## config.mk

```make
export PLATFORM = sky130hd
export DESIGN_NAME = lc3_mem_if_flat
export DESIGN_NICKNAME = d
export VERILOG_FILES = /design/src/rtl/lc3_mem_if_if.sv /design/src/rtl/lc3_mem_if.sv /design/src/flat_wrapper.sv
export SDC_FILE = /design/constraint.sdc
export NUM_CORES = 1
export LEC_CHECK = 0
export CORE_ASPECT_RATIO = 0.5
export CORE_MARGIN = 2
export CORE_UTILIZATION = 44
export DETAILED_ROUTE_END_ITERATION = 8
export GPL_ROUTABILITY_DRIVEN = 0
export GPL_TIMING_DRIVEN = 0
export PLACE_DENSITY_LB_ADDON = 0.25
export SYNTH_ARGS = -nofsm -noshare
export SYNTH_HDL_FRONTEND = slang
export SYNTH_SLANG_ARGS = --single-unit
```

## constraint.sdc

```tcl
create_clock -name clk -period 2.6 [get_ports clk]
set_clock_uncertainty 0.2 [all_clocks]
set_input_delay 0.26 -clock clk [delete_from_list [all_inputs] [get_ports clk]]
set_output_delay 0.26 -clock clk [all_outputs]
set_load 0.02 [all_outputs]
```

## src/rtl/lc3_mem_if_if.sv

```systemverilog
// RAM-side bus of the LC-3 memory interface.
//   master : the memory interface block (drives request, address, write data)
//   slave  : the RAM model / memory controller (returns read data and ack)
// Signals:
//   mem_req   request, held until mem_ack
//   mem_we    write enable, valid with mem_req
//   mem_addr  word address
//   mem_wdata write data
//   mem_rdata read data, valid with mem_ack
//   mem_ack   one-cycle completion strobe
interface lc3_mem_if_if #(
  parameter int AW = 16,
  parameter int DW = 16
);
  logic          mem_req;
  logic          mem_we;
  logic [AW-1:0] mem_addr;
  logic [DW-1:0] mem_wdata;
  logic [DW-1:0] mem_rdata;
  logic          mem_ack;

  modport master (
    output mem_req, mem_we, mem_addr, mem_wdata,
    input  mem_rdata, mem_ack
  );

  modport slave (
    input  mem_req, mem_we, mem_addr, mem_wdata,
    output mem_rdata, mem_ack
  );
endinterface

```

## src/rtl/lc3_mem_if.sv

```systemverilog
// LC-3 memory / MMIO interface.
// Holds MAR/MDR, runs RAM accesses over the req/ack bus with an optional timeout,
// and serves the device registers KBSR/KBDR/DSR/DDR/MCR. Each access ends with
// a one-cycle ready pulse.
// Ports:
//   clk, rst_n        clock, async active-low reset
//   bus_in            processor bus (MAR/MDR load source)
//   ld_mar, ld_mdr    register loads (honoured only while idle)
//   mio_en, r_w       start an access; r_w=1 write, 0 read
//   psr_15            user mode, used for access-violation check
//   mar, mdr          register contents
//   ready, acv        access complete pulse; registered access violation
//   mem               RAM bus (master side)
//   kb_valid, kb_data keyboard strobe and character
//   dsp_valid, dsp_data, dsp_busy  display strobe, character, busy
//   mcr_run           MCR[15], core clock enable
module lc3_mem_if #(
  parameter int AW      = 16,
  parameter int DW      = 16,
  parameter int TMO_CYC = 255
) (
  input  logic           clk,
  input  logic           rst_n,
  input  logic [DW-1:0]  bus_in,
  input  logic           ld_mar,
  input  logic           ld_mdr,
  input  logic           mio_en,
  input  logic           r_w,
  input  logic           psr_15,
  output logic [AW-1:0]  mar,
  output logic [DW-1:0]  mdr,
  output logic           ready,
  output logic           acv,
  lc3_mem_if_if.master   mem,
  input  logic           kb_valid,
  input  logic [7:0]     kb_data,
  output logic           dsp_valid,
  output logic [7:0]     dsp_data,
  input  logic           dsp_busy,
  output logic           mcr_run
);
  localparam int TW = (TMO_CYC < 2) ? 1 : $clog2(TMO_CYC);
  localparam logic [TW-1:0] TMO_LAST = TW'((TMO_CYC == 0) ? 0 : TMO_CYC - 1);

  localparam logic [AW-1:0] A_MMIO = AW'(16'hFE00);
  localparam logic [AW-1:0] A_KBSR = AW'(16'hFE00);
  localparam logic [AW-1:0] A_KBDR = AW'(16'hFE02);
  localparam logic [AW-1:0] A_DSR  = AW'(16'hFE04);
  localparam logic [AW-1:0] A_DDR  = AW'(16'hFE06);
  localparam logic [AW-1:0] A_MCR  = AW'(16'hFFFE);

  typedef enum logic [1:0] {IDLE, RAM, DEV, DONE} state_t;
  state_t state, state_d;

  logic          acc_we;    // r_w captured when the access starts
  logic [TW-1:0] tmo_cnt;
  logic          tmo_hit;
  logic          kb_rdy;
  logic [7:0]    kbdr;
  logic [DW-1:0] dev_rdata;

  // Bus outputs decode straight from the state flop so reset drops mem_req at once.
  assign mem.mem_req   = (state == RAM);
  assign mem.mem_we    = (state == RAM) & acc_we;
  assign mem.mem_addr  = mar;
  assign mem.mem_wdata = mdr;
  assign ready         = (state == DONE);

  // Ack has priority over a timeout landing in the same cycle.
  assign tmo_hit = (TMO_CYC != 0) && (state == RAM) && (tmo_cnt == TMO_LAST) && !mem.mem_ack;

  always_comb begin
    state_d = state;
    case (state)
      IDLE: if (mio_en) state_d = acv ? DONE : (mar >= A_MMIO) ? DEV : RAM;
      RAM:  if (mem.mem_ack || tmo_hit) state_d = DONE;
      DEV:  state_d = DONE;
      DONE: state_d = IDLE;
      default: state_d = IDLE;
    endcase
  end

  always_comb begin
    dev_rdata = '0;
    case (mar)
      A_KBSR: dev_rdata[DW-1] = kb_rdy;
      A_KBDR: dev_rdata[7:0]  = kbdr;
      A_DSR:  dev_rdata[DW-1] = ~dsp_busy;
      A_MCR:  dev_rdata[DW-1] = mcr_run;
      default: dev_rdata = '0;
    endcase
  end

  always_ff @(posedge clk or negedge rst_n) begin
    if (!rst_n) begin
      state     <= IDLE;
      mar       <= '0;
      mdr       <= '0;
      acv       <= 1'b0;
      acc_we    <= 1'b0;
      tmo_cnt   <= '0;
      dsp_valid <= 1'b0;
      dsp_data  <= '0;
      mcr_run   <= 1'b1;
    end else begin
      state     <= state_d;
      dsp_valid <= 1'b0;
      tmo_cnt   <= (state == RAM) ? tmo_cnt + 1'b1 : '0;
      if (state == IDLE) begin
        if (ld_mar) begin
          mar <= AW'(bus_in);
          acv <= psr_15 & ((bus_in < DW'(16'h3000)) | (bus_in >= DW'(16'hFE00)));
        end
        if (ld_mdr && !mio_en) mdr <= bus_in;
        if (mio_en) acc_we <= r_w;
      end
      if (state == RAM && !acc_we) begin
        if (mem.mem_ack)  mdr <= mem.mem_rdata;
        else if (tmo_hit) mdr <= '0;
      end
      if (state == DEV) begin
        if (!acc_we) mdr <= dev_rdata;
        else if (mar == A_DDR) begin
          dsp_valid <= 1'b1;
          dsp_data  <= mdr[7:0];
        end else if (mar == A_MCR) mcr_run <= mdr[DW-1];
      end
    end
  end

  // A new character beats a KBDR read clearing the flag in the same cycle.
  always_ff @(posedge clk or negedge rst_n) begin
    if (!rst_n) begin
      kb_rdy <= 1'b0;
      kbdr   <= '0;
    end else if (kb_valid) begin
      kb_rdy <= 1'b1;
      kbdr   <= kb_data;
    end else if (state == DEV && !acc_we && mar == A_KBDR) begin
      kb_rdy <= 1'b0;
    end
  end
endmodule
```

## src/flat_wrapper.sv

```systemverilog
// flat-port wrapper written by rule: the top's interface ports become plain ports
module lc3_mem_if_flat 
#(
  parameter int AW      = 16,
  parameter int DW      = 16,
  parameter int TMO_CYC = 255
)
  (clk, rst_n, bus_in, ld_mar, ld_mdr, mio_en, r_w, psr_15, mar, mdr, ready, acv, kb_valid, kb_data, dsp_valid, dsp_data, dsp_busy, mcr_run, mem_mem_req, mem_mem_we, mem_mem_addr, mem_mem_wdata, mem_mem_rdata, mem_mem_ack);
  lc3_mem_if_if #(.AW(AW), .DW(DW)) mem_i ();
  input  logic clk;
  input  logic rst_n;
  input  logic [DW-1:0] bus_in;
  input  logic ld_mar;
  input  logic ld_mdr;
  input  logic mio_en;
  input  logic r_w;
  input  logic psr_15;
  output logic [AW-1:0] mar;
  output logic [DW-1:0] mdr;
  output logic ready;
  output logic acv;
  input  logic kb_valid;
  input  logic [7:0] kb_data;
  output logic dsp_valid;
  output logic [7:0] dsp_data;
  input  logic dsp_busy;
  output logic mcr_run;
  output wire logic [$bits(mem_i.mem_req)-1:0] mem_mem_req;
  output wire logic [$bits(mem_i.mem_we)-1:0] mem_mem_we;
  output wire logic [$bits(mem_i.mem_addr)-1:0] mem_mem_addr;
  output wire logic [$bits(mem_i.mem_wdata)-1:0] mem_mem_wdata;
  input wire logic [$bits(mem_i.mem_rdata)-1:0] mem_mem_rdata;
  input wire logic [$bits(mem_i.mem_ack)-1:0] mem_mem_ack;
  assign mem_mem_req = mem_i.mem_req;
  assign mem_mem_we = mem_i.mem_we;
  assign mem_mem_addr = mem_i.mem_addr;
  assign mem_mem_wdata = mem_i.mem_wdata;
  assign mem_i.mem_rdata = mem_mem_rdata;
  assign mem_i.mem_ack = mem_mem_ack;
  lc3_mem_if #(.AW(AW), .DW(DW), .TMO_CYC(TMO_CYC)) u_core (.clk(clk), .rst_n(rst_n), .bus_in(bus_in), .ld_mar(ld_mar), .ld_mdr(ld_mdr), .mio_en(mio_en), .r_w(r_w), .psr_15(psr_15), .mar(mar), .mdr(mdr), .ready(ready), .acv(acv), .mem(mem_i), .kb_valid(kb_valid), .kb_data(kb_data), .dsp_valid(dsp_valid), .dsp_data(dsp_data), .dsp_busy(dsp_busy), .mcr_run(mcr_run));
endmodule
```

Yosys cells after proc, flatten, opt, wreduce, memory -nomap -nowiden
Index checks and enable logic that the tools add are counted.

word-level totals
  bits in registers = 63
  bits in latches = 0
  RAM bits = 0
  bits in read-only memories = 0
  output and inout port bits = 78
  memories kept = 0

operators by class
  add/subtract/negate cells = 1
  multiply operators = 0
  divide/modulo/power cells = 0
  order comparisons = 3
  eq/ne operators = 11
  shift-type cells = 0
  multiplexer cells = 20
  bitwise gates (word level) = 5
  reductions and logical operators = 17

operator list
  cell                                                       number
  two-way mux 16 bit                                         7
  equality test 16 bit, second input constant                5
  greater-or-equal comparator 16 bit, second input constant  2
  < comparator 16 x 14 -> 1 bit, second input constant       1
  two-way mux 8 bit                                          2
  adder 8 x 1 -> 8 bit, second input constant                1
  equality test 8 bit, second input constant                 1
  two-way mux 2 bit                                          4
  one-hot mux 2 bit (4 select lines)                         1
  logical AND 1 bit                                          6
  AND reduction 2 bit                                        3
  two-way mux 1 bit                                          5
  equality test 2 bit, second input constant                 2
  AND reduction 4 bit                                        1
  zero test 1 bit                                            3
  one-hot mux 1 bit (3 select lines)                         1
  AND reduction 3 bit                                        1
  AND 1 bit                                                  2
  equality test 2 x 1 -> 1 bit, second input constant        1
  zero test 2 bit                                            1
  != test 2 x 1 -> 1 bit, second input constant              1
  != test 2 bit, second input constant                       1
  NOT 1 bit                                                  2
  nonzero test 2 bit                                         1
  2 further kinds                                            2

Longest topological paths before layout
  depth in word-level cells = 9
  mapped depth = 8

Worst setup path before layout
OpenSTA, ideal clock, no wires.

  kind = reg-to-reg
  start point = register u_core.state[1]
  end point = register u_core.state[0]
  library setup time = 0.125 ns
  arrival time = 1.711 ns
  data required time = 2.275 ns
  path slack = 0.564 ns
  stages on the path, launching flop included = 7
  buffers on the path = 0
  period minus slack after synthesis = 2.036 ns
  cell sequence = dfrtp_1 inv_1 ha_1 and4_1 a21oi_2 a22o_1 mux2_2

on the way
  longest elaborated chain between the ends = 6
  elaborated cells between the ends (all ways) = 11
  those cells by class = eq/ne (5); mux (1); reduce/logical (5)

ends and longest elaborated chain
  what                                     line                RTL
  from (decl)                              lc3_mem_if.sv:53    state_t state, state_d;
  from (signal assigned)                   lc3_mem_if.sv:106   state <= state_d;
  equality test 2 x 1 -> 1 bit (*)         n/a
  via mem_mem_req                          flat_wrapper.sv:28  output wire logic [$bits(mem_i.mem_req)-1:0] mem_mem_req;
  logical AND 1 bit (2 in series)          lc3_mem_if.sv:70    assign tmo_hit = (TMO_CYC != 0) && (state == RAM) && (tmo_cnt == TMO_LAST) && !mem.mem_ack;
  logical OR 1 bit                         lc3_mem_if.sv:76    RAM: if (mem.mem_ack || tmo_hit) state_d = DONE;
  != test 2 x 1 -> 1 bit (no source line)  n/a
  AND reduction 2 bit (no source line)     n/a

The timed path passes the listed nets; every way through them passes the cells marked *.
A chain may end at the register's enable or synchronous reset.

Worst setup path after layout
  start point = register u_core.state[0]
  end point = register u_core.mdr[4]

on the way
  longest elaborated chain between the ends = 8
  elaborated cells between the ends (all ways) = 12
  those cells by class = eq/ne (2); mux (6); reduce/logical (4)

ends and longest elaborated chain
  what                             line                                 RTL
  equality test 2 x 1 -> 1 bit     lc3_mem_if.sv:70, lc3_mem_if.sv:117
  logical AND 1 bit (2 in series)  lc3_mem_if.sv:70
  two-way mux 16 bit               lc3_mem_if.sv:119                    else if (tmo_hit) mdr <= '0;
  two-way mux 16 bit               lc3_mem_if.sv:118                    if (mem.mem_ack) mdr <= mem.mem_rdata;
  two-way mux 16 bit               lc3_mem_if.sv:117                    if (state == RAM && !acc_we) begin
  two-way mux 16 bit               lc3_mem_if.sv:122                    if (!acc_we) mdr <= dev_rdata;
  two-way mux 16 bit (*)           lc3_mem_if.sv:121                    if (state == DEV) begin
  to (signal assigned)             lc3_mem_if.sv:114                    if (ld_mdr && !mio_en) mdr <= bus_in;
  to (signal assigned)             lc3_mem_if.sv:118
  to (signal assigned)             lc3_mem_if.sv:122
  to (decl)                        lc3_mem_if.sv:31                     output logic [DW-1:0] mdr,

Mark *: on every way between the ends. The rest lies on a longest branch, timed or not.

==> impl_metrics.ini <==
[status]
outcome = finished clean

[hold_path]
holdCritStartpoint = kb_valid
hp-class = input port to flop

[timing]
hold_ws_ns = 0.148
grt_setup_unrepaired = no
worst_slew_pin_slew_ns = 0.540
finalHoldViolCount = 0
slew_headroom_pct = 64.0
slew_viol_final = 0
fmax_mhz = 447
min_period_over_period_pct = 86.0
setup_viol_count_final = 0
setup_tns_ns = 0
finalCriticalPeriod_ns = 2.23

[global_route]
grt_overflow = 0
grt_pass1_wl_um = 13800
antenna_found_initial = 0
grt_pass1_vias = 2693
grt_max_degree = 42
grt.total_usage_pct = 22.0

[placement]
place_area_um2 = 4640
io_buffers = 126
dp.cells = 512
dp.final_hpwl_um = 6390

[cts]
htreeDepth = 3
clock_path_buffers = 2
clk_pin_slew_worst_paths_ns = 0.05
clk_latency_ns = 0.32
cts_tree = yes
cts.sinks = 63
numCtsBuffers = 9
postCtsSetupBuffers = 0
root_buffer = clkbuf_16

[synthesis]
synth-seq-cells = 63
avgSynthCellArea_um2 = 11.2
netlist_area_um2 = 3240
synth_cell_types = 42
synth_edf_count = 0
yosysSeqAreaShare_pct = 48.7
syn_nets = 346
synthFlopType = dfrtp_1
synthArstFlopShare_pct = 100
syn_inst = 289
yosys_warnings = 0

[floorplanning]
ios = 128
core.rowCount = 22
initial_core_util_pct = 44.8
die_y_um = 64.7
die_w_um = 125
core_um2 = 7240
dieArea_um2 = 8110

[critical_path]
worstPathRequired_ns = 2.63
critical_path_peak_fanout = 9
crit_type = flop to flop
startpoint_type = flop
setup.worst_path.end_class = flop
cp.arrival_ns = 2.26
crit_start = u_core.state[0]
r2r_start = u_core.state[0]

[cells_and_area]
fin_cells = 528
num_antenna_cells = 0
drive_gt1_share_pct = 23.6
final_core_util_pct = 68.3
final_area_um2 = 4940
area_growth_pct = 52.5
nNetsFinal = 485

[detailed_routing]
num_vias = 2673
drc = 0
drt-total-wl_um = 8570
via_per_inst = 5.06
final_antenna_net_count = 0
drt-wirelength-per-cell_um = 16.2
firstDrtPassIters = 4
drtIter0Drc = 161

[power]
ir_drop_mv = 0.478
p_per_area_nw_per_um2 = 1130
p_leak_nw = 2.25

[flow_run]
cap_viol_max_count = 0
==> synth_stat cells (all sizes together), types with 5 or more instances <==
master	count	area, um2
a21oi	9	48.8
and2	6	37.5
buf	37	277
dfrtp	62	1550
ha	7	87.6
inv	13	48.8
mux2	35	394
mux2i	9	90.1
nand2	30	113
nand3	5	25.0
nand4	5	46.3
o21ai	19	95.1
o221ai	8	70.1
==> critical path, stage by stage (launching register included) <==
cell and delay, ns:
dfrtp_1 0.41, inv_1 0.13, ha_1 0.36, nor2b_1 0.18, buf_2 0.24, nand4b_2 0.32
o221ai_1 0.30
==> timing repair <==
action                     CTS  global route
hold buffers                 1             0
setup endpoints to repair    1             1
gates resized for setup      1             2
hold endpoints to repair    22             0
==> routing by layer <==
| metal | vias to the layer above | GRT usage [%] | routed length, um |
|---|---|---|---|
| met2 | 82 | 40.1 | 4350 |
| met5 | - | 0 | 0 |
| met1 | 1327 | 26.1 | 3700 |
| met3 | 8 | 5.45 | 417 |
| li1 | 1256 | - | - |
| met4 | 0 | 6.81 | 105 |
==> power breakdown <==
part / leakage (nW) / total, W / switching, W / internal, W
Clock: 0.133 / 0.00115 / 0.000423 / 0.000731
Sequential: 0.798 / 0.00160 / 0.000334 / 0.00126
Combinational: 1.32 / 0.00283 / 0.00130 / 0.00153
==> area by class of cell <==
class,instances,area (um2)
Sequential cell,63,1580
Timing Repair Buffer,128,1290
Buffer,40,289
Inverter,13,48.8
Multi-Input combinational cell,173,1330
Clock buffer,9,225
Fill cell,551,2300
Tap cell,96,120
Clock inverter,6,62.6
==> through the flow <==
step | power [W] | setup slack (ns)
floorplan | 0.00315 | 0.564
global placement | 0.00436 | -0.910
detailed placement | 0.00445 | 0.304
CTS | 0.00562 | 0.0549
global route | 0.00586 | 0.233
finish | 0.00559 | 0.365
==> state kept, by name, indices dropped and copies added (netlist names) <==
name and cells:
u_core.mar 16, u_core.mdr 16, u_core.dsp_data 8, u_core.kbdr 8
u_core.tmo_cnt 8, u_core.state 2, u_core.acc_we 1, u_core.acv 1
u_core.dsp_valid 1, u_core.kb_rdy 1, u_core.mcr_run 1
==> placed cells by master (no fill, tap or decap), types with 4 or more instances in the layout <==
cell | Yosys | final
clkdlybuf4s50_1 | 0 | 124
dfrtp_1 | 62 | 62
mux2_2 | 35 | 35
buf_4 | 34 | 34
nand2_1 | 30 | 30
o21ai_0 | 19 | 19
inv_1 | 13 | 13
mux2i_1 | 9 | 9
clkbuf_16 | 0 | 9
a21oi_1 | 8 | 8
o221ai_1 | 8 | 8
and2_1 | 6 | 6
ha_1 | 7 | 6
nand3_1 | 5 | 5
nor2b_1 | 4 | 4
nor2_1 | 4 | 4
xnor2_1 | 4 | 4
nand4_1 | 4 | 4
==> cell families after synthesis <==
kind of cell | count (synthesis) | share of synthesized area [%]
and+or+nand+nor | 73 | 13.4
AOI/OAI and AO/OA | 44 | 8.57
muxes | 44 | 14.9
DFF | 63 | 48.7
buffers and inverters | 53 | 10.4
xor gates and xnor gates | 5 | 1.35
adders and majority gates | 7 | 2.70
==> path summary, 6_finish.rpt <==
| kind | endpoint | depth (start not counted) | slack (ns) |
|---|---|---|---|
| setup / recovery | u_core.mdr[4] | 6 | 0.37 |
| hold / removal | u_core.kbdr[2] | 3 | 0.15 |
| setup reg to reg | u_core.mdr[4] | 6 | 0.37 |
| hold reg to reg | u_core.kb_rdy | 1 | 0.28 |
| max in group asynchronous | u_core.mcr_run | 3 | 1.29 |
| min in group asynchronous | u_core.mdr[8] | 2 | 0.25 |
No activity file was read; power rests on OpenSTA's default activity.
